**src/rtl/mesh_io_sequencer.sv**
```systemverilog
// mesh_io_sequencer: top-level phase controller for the subdivision engine.
// Loads a terminator-framed mesh over SPI into the object RAM, hands the RAM
// to the subsurf engine for the run, then unloads the result over SPI followed
// by a terminator word. Overflowing words are dropped and a stuck run times out.
//
// Ports:
//   clk, rstb                  clock, asynchronous active-low reset
//   rx_valid, rx_data          received SPI word strobe and data
//   tx_data, tx_load, tx_ack   transmit word, load strobe, shift-done strobe
//   ram_en/we/addr/din/dout    object RAM port (driven combinationally, 0 when ram_sel)
//   ram_sel                    0: sequencer owns RAM, 1: subsurf owns RAM
//   ss_start, ss_busy          subsurf start pulse and busy flag
//   ss_word_count              result word count, valid when ss_busy falls
//   load_count                 words stored by the last load
//   err_overflow, err_timeout  sticky error flags, cleared when returning to LOAD
module mesh_io_sequencer #(
    parameter int unsigned ADDR_WIDTH  = 11,
    parameter logic [31:0] TERMINATOR  = 32'hFFFF_FFFF,
    parameter int unsigned RUN_TIMEOUT = 65535
) (
    input  logic                  clk,
    input  logic                  rstb,
    input  logic                  rx_valid,
    input  logic [31:0]           rx_data,
    output logic [31:0]           tx_data,
    output logic                  tx_load,
    input  logic                  tx_ack,
    output logic                  ram_en,
    output logic [3:0]            ram_we,
    output logic [ADDR_WIDTH-1:0] ram_addr,
    output logic [31:0]           ram_din,
    input  logic [31:0]           ram_dout,
    output logic                  ram_sel,
    output logic                  ss_start,
    input  logic                  ss_busy,
    input  logic [31:0]           ss_word_count,
    output logic [ADDR_WIDTH:0]   load_count,
    output logic                  err_overflow,
    output logic                  err_timeout
);

    localparam int unsigned CW       = ADDR_WIDTH + 1;
    localparam int unsigned DEPTH    = 2 ** ADDR_WIDTH;
    localparam logic [CW-1:0] DEPTH_C  = CW'(DEPTH);
    localparam logic [15:0]   TMO_LAST = 16'(RUN_TIMEOUT - 1);

    typedef enum logic [2:0] {
        S_LOAD, S_START, S_WAIT_BUSY, S_RUN, S_FETCH, S_PRESENT, S_TERM
    } state_e;

    state_e        state_q, state_d;
    logic [CW-1:0] wcnt_q, wcnt_d;
    logic [CW-1:0] addr_q, addr_d;
    logic [CW-1:0] ucnt_q, ucnt_d;
    logic [15:0]   tcnt_q, tcnt_d;
    logic [CW-1:0] load_count_q, load_count_d;
    logic [31:0]   tx_data_q, tx_data_d;
    logic          tx_load_q, tx_load_d;
    logic          ss_start_q, ss_start_d;
    logic          ram_sel_q, ram_sel_d;
    logic          err_ovf_q, err_ovf_d;
    logic          err_tmo_q, err_tmo_d;
    logic          issue_q, issue_d;
    logic [CW-1:0] wc_clamp;

    // Result word count clamped to the RAM depth.
    assign wc_clamp = (ss_word_count > 32'(DEPTH)) ? DEPTH_C : CW'(ss_word_count);

    // State and output registers.
    always_ff @(posedge clk or negedge rstb) begin
        if (!rstb) begin
            state_q      <= S_LOAD;
            wcnt_q       <= '0;
            addr_q       <= '0;
            ucnt_q       <= '0;
            tcnt_q       <= '0;
            load_count_q <= '0;
            tx_data_q    <= '0;
            tx_load_q    <= 1'b0;
            ss_start_q   <= 1'b0;
            ram_sel_q    <= 1'b0;
            err_ovf_q    <= 1'b0;
            err_tmo_q    <= 1'b0;
            issue_q      <= 1'b0;
        end else begin
            state_q      <= state_d;
            wcnt_q       <= wcnt_d;
            addr_q       <= addr_d;
            ucnt_q       <= ucnt_d;
            tcnt_q       <= tcnt_d;
            load_count_q <= load_count_d;
            tx_data_q    <= tx_data_d;
            tx_load_q    <= tx_load_d;
            ss_start_q   <= ss_start_d;
            ram_sel_q    <= ram_sel_d;
            err_ovf_q    <= err_ovf_d;
            err_tmo_q    <= err_tmo_d;
            issue_q      <= issue_d;
        end
    end

    // Next-state, RAM port and transmit control.
    always_comb begin
        state_d      = state_q;
        wcnt_d       = wcnt_q;
        addr_d       = addr_q;
        ucnt_d       = ucnt_q;
        tcnt_d       = tcnt_q;
        load_count_d = load_count_q;
        tx_data_d    = tx_data_q;
        tx_load_d    = 1'b0;
        ss_start_d   = 1'b0;
        ram_sel_d    = ram_sel_q;
        err_ovf_d    = err_ovf_q;
        err_tmo_d    = err_tmo_q;
        ram_en       = 1'b0;
        ram_we       = 4'h0;
        ram_addr     = '0;
        ram_din      = '0;

        case (state_q)
            S_LOAD: begin
                if (rx_valid) begin
                    if (rx_data == TERMINATOR) begin
                        // An empty frame is ignored.
                        if (wcnt_q != '0) begin
                            load_count_d = wcnt_q;
                            ss_start_d   = 1'b1;
                            ram_sel_d    = 1'b1;
                            state_d      = S_START;
                        end
                    end else if (wcnt_q < DEPTH_C) begin
                        ram_en   = 1'b1;
                        ram_we   = 4'hF;
                        ram_addr = wcnt_q[ADDR_WIDTH-1:0];
                        ram_din  = rx_data;
                        wcnt_d   = wcnt_q + CW'(1);
                    end else begin
                        err_ovf_d = 1'b1;
                    end
                end
            end
            S_START: begin
                // Counter holds cycles elapsed since the ss_start cycle.
                tcnt_d  = 16'd1;
                state_d = S_WAIT_BUSY;
            end
            S_WAIT_BUSY, S_RUN: begin
                tcnt_d = tcnt_q + 16'd1;
                if (state_q == S_RUN && !ss_busy) begin
                    ucnt_d    = wc_clamp;
                    addr_d    = '0;
                    ram_sel_d = 1'b0;
                    state_d   = (wc_clamp == '0) ? S_TERM : S_FETCH;
                end else if (tcnt_q == TMO_LAST) begin
                    err_tmo_d = 1'b1;
                    ram_sel_d = 1'b0;
                    ucnt_d    = '0;
                    state_d   = S_TERM;
                end else if (state_q == S_WAIT_BUSY && ss_busy) begin
                    state_d = S_RUN;
                end
            end
            S_FETCH: begin
                ram_en   = 1'b1;
                ram_addr = addr_q[ADDR_WIDTH-1:0];
                state_d  = S_PRESENT;
            end
            S_PRESENT: begin
                // First cycle captures the RAM read; later cycles wait for the shift.
                if (issue_q) begin
                    tx_data_d = ram_dout;
                    tx_load_d = 1'b1;
                end else if (tx_ack) begin
                    addr_d  = addr_q + CW'(1);
                    state_d = (addr_q + CW'(1) == ucnt_q) ? S_TERM : S_FETCH;
                end
            end
            S_TERM: begin
                if (issue_q) begin
                    tx_data_d = TERMINATOR;
                    tx_load_d = 1'b1;
                end else if (tx_ack) begin
                    wcnt_d    = '0;
                    err_ovf_d = 1'b0;
                    err_tmo_d = 1'b0;
                    state_d   = S_LOAD;
                end
            end
            default: state_d = S_LOAD;
        endcase

        issue_d = (state_d != state_q) && (state_d == S_PRESENT || state_d == S_TERM);
    end

    assign tx_data      = tx_data_q;
    assign tx_load      = tx_load_q;
    assign ss_start     = ss_start_q;
    assign ram_sel      = ram_sel_q;
    assign load_count   = load_count_q;
    assign err_overflow = err_ovf_q;
    assign err_timeout  = err_tmo_q;

endmodule

```
**config.mk**
```make
export PLATFORM = sky130hd
export DESIGN_NAME = mesh_io_sequencer
export DESIGN_NICKNAME = d
export VERILOG_FILES = /design/src/rtl/mesh_io_sequencer.sv
export SDC_FILE = /design/constraint.sdc
export NUM_CORES = 1
export LEC_CHECK = 0
export CAP_MARGIN = 10
export CORE_MARGIN = 4
export CORE_UTILIZATION = 46
export DETAILED_ROUTE_END_ITERATION = 7
export GPL_TIMING_DRIVEN = 1
export PLACE_DENSITY = 0.81
export SLEW_MARGIN = 10
export SYNTH_ARGS = -nofsm -noshare
export SYNTH_HDL_FRONTEND = slang
export SYNTH_SLANG_ARGS = --single-unit
```
**constraint.sdc**
```tcl
create_clock -name clk -period 3.1 [get_ports clk]
set_input_delay 0.775 -clock clk [delete_from_list [all_inputs] [get_ports clk]]
set_output_delay 0.775 -clock clk [all_outputs]
set_load 0.02 [all_outputs]
```
[After elaboration in Yosys (flattened, before gate mapping)]
Cells that the tools add are included.
W data, S select, Z words.
Operators by class
  add/sub/neg operators: 3
  multiply operators: 0
  divide/modulo/power cells: 0
  magnitude comparators: 2
  eq/ne operators: 28
  shift operators: 0
  muxes and demuxes: 67
  bitwise gates (word level): 0
  reduce and logical (&&, ||, !) cells: 25
Operators by type and width (count)
  $mux W32: 6
  $mux W12: 11
  $pmux W32 S2: 1
  $pmux W12 S2: 2
  $mux W11: 3
  $eq A32 B32 Y1 const B: 1
  $gt A32 B12 Y1 const B: 1
  $pmux W16 S2: 1
  $mux W3: 10
  $ne A2 B2 Y1 const B: 15
  $add A12 B1 Y12 const B: 2
  $pmux W11 S2: 1
  $mux W1: 21
  $pmux W3 S6: 1
  $add A16 B1 Y16 const B: 1
  $eq A16 B16 Y1 const B: 1
  $mux W4: 4
  $eq A3 B3 Y1 const B: 5
  $reduce_bool A2 Y1: 7
  $eq A12 B12 Y1: 1
  $logic_not A12 Y1: 1
  $lt A12 B12 Y1 const B: 1
  $reduce_and A6 Y1: 2
  $reduce_bool A12 Y1: 1
  other kinds (15): 25
Word-level totals
  register bits: 105
  latch bits: 0
  memory bits (writable): 0
  bits in read-only memories: 0
  output and inout port bits: 97
  word-level logic and storage cells: 138
  memories: 0

[Longest topological paths before layout]
  depth after elaboration: 9
  gate-level depth with buffers: 9
  mapped depth without buffers: 7

[Least setup slack after synthesis]
Ideal clock, no wire load.
  path type: input -> output
  from: input rx_data[17]
  to: output ram_en
  data arrival time: 2.124 ns
  setup slack: 0.201 ns
  stages on the path: 6
  path buffers: 2
  cell sequence: nand4_1 -> nor4_1 -> a211oi_1 -> buf_2 -> clkbuf_1 -> o21bai_1
Between the ends
  word-level cells in the longest chain between the ends: 4
Ends and longest elaborated chain
  start: declaration: RTL line 24  | input logic [31:0] rx_data,
  $eq A32 B32 Y1: RTL line 124  | if (rx_data == TERMINATOR) begin
  $mux W1: RTL line 124
  $mux W1: RTL line 123  | if (rx_valid) begin
  $pmux W1 S2: RTL line 121  | case (state_q)
  end: declaration: RTL line 28  | output logic ram_en,
Every way passes these cells.

[Final worst setup path]
  from: input rx_data[2]
  to: output ram_addr[2]
Between the ends
  word-level cells in the longest chain between the ends: 4
Ends and longest elaborated chain
  $eq A32 B32 Y1: RTL line 124
  $mux W11: RTL line 124
  $mux W11: RTL line 123
  $pmux W11 S2: RTL line 121
  end: declaration: RTL line 30  | output logic [ADDR_WIDTH-1:0] ram_addr,
Every way passes these cells.

==> impl_table.tex <==
\begin{tabular}{lr}
\hline
Metric & Value \\
\hline
\multicolumn{2}{l}{\textbf{Power}} \\
Worst supply voltage drop on vdd & 0.0003539 V \\
Total leakage power & 3.442 nW \\
Pwr Density & 410.7 nW/um\^{}2 \\
Post-layout total power & about 0.0032 W \\
\multicolumn{2}{l}{\textbf{Floorplan}} \\
Die span in y & 118.7 microns \\
Area of the core & 12010 sq um \\
Number of ports placed on the die boundary & between 150 and 200 \\
Row count & 40 \\
Initial standard-cell utilization of the core & between 40\% and 50\% \\
Area of the die & 14090 sq um \\
Die W & 118.7 microns \\
\multicolumn{2}{l}{\textbf{Drt}} \\
DR pass1 iterations & 5 \\
Number of vias after detailed routing & around 5600 \\
Post-detailed-route count of antenna-violating nets & 0 \\
Routed length per instance & 18.54 microns \\
Detailed-route DRC error count & 0 \\
Iteration-0 DRC count of the detailed router & 455 \\
Total wire length after detailed routing & about 18 mm \\
Average via count per standard cell & between 5 and 6 \\
\multicolumn{2}{l}{\textbf{Clock tree}} \\
Clock transition at the registers of the reported paths & 0.07 ns \\
Hold buffer count at cts & 0 \\
CTS tree & built \\
Clock Root Buffer & sky130\_fd\_sc\_hd\_\_clkbuf\_16 \\
Clock buffer depth & 2 \\
Number of buffers inserted during clock tree synthesis & 9 \\
Clk sink count & 105 \\
Level count of the clock H-tree & 3 \\
Clock latency reported for the late side of the worst-skew pair & 0.35 ns \\
\multicolumn{2}{l}{\textbf{Logic synthesis}} \\
Main synth FF type & sky130\_fd\_sc\_hd\_\_dfrtp\_1 \\
Post-synthesis sequential area ratio & 46.60\% \\
Top cells by area in the synthesized netlist & sky130\_fd\_sc\_hd\_\_dfrtp\_1 (47\%), sky130\_fd\_sc\_hd\_\_nor2\_1 (6.9\%), sky130\_fd\_sc\_hd\_\_and2\_1 (4.3\%) \\
Warnings from Yosys & 0 \\
Biggest area consumer among synthesized cells & sky130\_fd\_sc\_hd\_\_dfrtp\_1 \\
Synthesis-stage register bit count & 105 \\
Number of instances in the synthesized netlist & 620 \\
Async set-or-reset flop fraction in the synthesized netlist & 100.0\% \\
Post-synthesis instance area & between 5000 and 6000 sq um \\
Post-synth top area share & 46.60\% \\
EDFF count, synth & 0 \\
Distinct cells, synth & between 50 and 60 \\
Cell with the most instances after synthesis & sky130\_fd\_sc\_hd\_\_dfrtp\_1 \\
Number of nets produced by synthesis & between 700 and 800 \\
Commonest cells post-synth & sky130\_fd\_sc\_hd\_\_dfrtp\_1 (105), sky130\_fd\_sc\_hd\_\_nor2\_1 (103), sky130\_fd\_sc\_hd\_\_o21ai\_0 (45) \\
Synthesized area per cell & 9.093 sq um \\
\multicolumn{2}{l}{\textbf{Timing}} \\
Setup violators final & 1 \\
Worst slew slack as a fraction of its limit & a little over a quarter \\
RSZ-0062 raised after global routing & true \\
Clock Skews & approximately 0.0066 ns \\
Fin crit share & 100.3\% \\
Pins over their slew limit & 0 \\
Final hold violation count & 0 \\
Fmax & about 320 MHz \\
Time the worst path needs with I/O delays and setup & 3.108 ns \\
Post-layout worst setup margin & -0.007874 ns \\
Tightest Pin Transition & approximately 1.1 ns \\
\multicolumn{2}{l}{\textbf{Run}} \\
Maximum Capacitance Violations & 0 \\
\multicolumn{2}{l}{\textbf{Critical path}} \\
Sequence of cells on the critical path & dlygate4sd2\_1 -> nand4\_1 -> nor4\_2 -> buf\_4 -> a211oi\_4 -> buf\_4 -> a22oi\_2 -> nor2\_1 -> buf\_4 \\
Reg2reg start & addr\_q[0] \\
Critical setup path kind & input pin to output port \\
Crit path max-delay cell type & sky130\_fd\_sc\_hd\_\_a211oi\_4 \\
Critical path arrival & 2.33 ns \\
Sum of buffers and inverters on the critical path & 4 \\
Worst setup SP type & input pin \\
CP top delay family & buffers and inverters \\
Data required time at the worst endpoint & about 2.3 ns \\
Start point of the critical path & rx\_data[2] \\
Most Frequent Cell on Critical Path & sky130\_fd\_sc\_hd\_\_buf\_4 \\
Number of cell instances on the worst register-to-register path & 7 \\
Levels on crit path & 9 \\
Slowest Stage Delay on Critical Path & 0.32 ns \\
Capturing element type of the critical path & output port \\
Maximum fanout along the worst path & 6 \\
\multicolumn{2}{l}{\textbf{Hold path}} \\
Kind of path behind the tightest hold check & input pin to asynchronous set/reset pin \\
\multicolumn{2}{l}{\textbf{Finish}} \\
Post-Layout Inst Area & between 7000 and 8000 sq um \\
Fin nets & about 920 \\
Sequential standard cell area & around 2600 sq um \\
Share of cells above drive strength 1 & 18.38\% \\
Final Non-Filler Cells & 964 \\
Layout area overhead & 40.26\% \\
Total area of multi-input combinational cells & about 2800 sq um \\
Number of fill cells & 982 \\
\multicolumn{2}{l}{\textbf{Global route}} \\
Total global-route track usage & 25.14\% \\
First-pass GRT wire length & 28.84 mm \\
Sum of overflow across all layers after global routing & 0 \\
Pin count of the biggest net entering global routing & 80 \\
Antenna violations before repair & 1 \\
Via count of the first global-routing pass & 5711 \\
\multicolumn{2}{l}{\textbf{Place}} \\
Minimum setup slack after placement & -0.8614 ns \\
Final weighted congestion in routability-driven placement & slightly above 0.9 \\
Placed standard-cell area & 7782 sq um \\
Number of buffer cells added on primary ports & slightly below 200 \\
Detail Placement HPWL & 12.90 mm \\
Instance count after placement with tap cells included & 941 \\
\multicolumn{2}{l}{\textbf{Run status}} \\
Result of the run & finished with violations \\
Failing checks & negative setup slack \\
\hline
\end{tabular}
## worst paths after layout
kind	endpoint	slack, ns
worst max-delay path	ram_addr[2]	-0.008
worst min-delay path	ucnt_q[5]	0.34
worst max register to register	issue_q	0.57
worst min register to register	tcnt_q[7]	0.48
max in group asynchronous	tx_data[3]	2.02
min in group clk	tcnt_q[7]	0.48
## metrics by stage
step                      hold WS (ns)  setup TNS, ns  util, %
after floorplan                 0.4411              0        -
after global placement          0.4599         -34.85    64.79
after detailed placement        0.4710         -37.27    64.79
after CTS                       0.3429              0    66.27
after global routing            0.3539       -0.04539    65.83
final                           0.3369      -0.007874    65.83
## cells by family (layout without fill, tap and decap cells)
kind of cell | after synthesis | after routing | share of synthesized area (%)
AO/OA/AOI/OAI | 152 | 152 | 17.71
XOR/XNOR | 23 | 23 | 3.573
adder cells (fa/ha/maj) | 5 | 5 | 1.110
buffers and inverters | 57 | 253 | 4.549
flip-flops | 105 | 105 | 46.60
multiplexers | 11 | 11 | 2.197
other | 0 | 1 | 0
AND/OR/NAND/NOR | 267 | 267 | 24.26
## sequential cells by signal (all words and copies together), names as in the netlist
signal / count
tcnt_q: 16
err_overflow: 1
ss_start: 1
err_timeout: 1
wcnt_q: 12
tx_load: 1
tx_data: 32
addr_q: 12
issue_q: 1
load_count: 12
ram_sel: 1
state_q: 3
ucnt_q: 12
## worst register-to-register path, cell delays in order, from the launching register on
cell,delay [ns]
sky130_fd_sc_hd__dfrtp_1,0.55
sky130_fd_sc_hd__ha_1,0.35
sky130_fd_sc_hd__nand2_1,0.18
sky130_fd_sc_hd__or3_1,0.40
sky130_fd_sc_hd__xnor2_1,0.17
sky130_fd_sc_hd__nor4_2,0.30
sky130_fd_sc_hd__o2111ai_1,0.25
sky130_fd_sc_hd__a211oi_2,0.24
## final cells by class
class	instances	share of cell area, %
Antenna cell	1	0.03165
Clock buffer	10	3.022
Clock inverter	6	1.139
Inverter	14	0.6646
Multi-Input combinational cell	458	35.90
Sequential cell	105	33.23
Tap cell	147	2.326
Timing Repair Buffer	223	23.69
## placed cells by master (no fill, tap or decap), drive strengths merged, types with 3 or more instances in the layout
cell           count
clkdlybuf4s50    115
dfrtp            105
nor2             103
buf               89
o21ai             47
a21oi             42
and2              39
nand2             37
nand4             25
clkbuf            18
inv               15
nor4              15
xor2              14
nand3             14
a22o              13
a22oi             12
mux2              11
xnor2              9
o31ai              9
and3               9
clkdlybuf4s15      8
nor3               7
or3                5
ha                 5
o41ai              4
nor2b              3
o21a               3
a31oi              3
dlygate4sd2        3
nor3b              3
## where the power goes
part           switching (W)  internal, W
Combinational       0.000248     0.000239
Sequential         0.0000893      0.00141
Clock               0.000529     0.000733
Total               0.000866      0.00238
## metal layers
| layer | up-vias | routed length (microns) | share of wire (%) | global-route usage, % |
|---|---|---|---|---|
| met1 | 2716 | 6927 | 39 | 31.09 |
| met4 | 0 | 522 | 2.9 | 9.920 |
| met5 | - | 0 | 0 | 0 |
| met3 | 39 | 1317 | 7.4 | 5.502 |
| met2 | 275 | 9106 | 51 | 42.77 |
| li1 | 2575 | - | - | - |
## repair_timing
action | in CTS | in global routing
gates resized for setup | 301 | 23
setup endpoints to repair | 48 | 28
pin swaps | 13 | 14
buffers inserted | 5 | 2
cloned | 1 | 0
No activity file was read; power rests on OpenSTA's default activity.
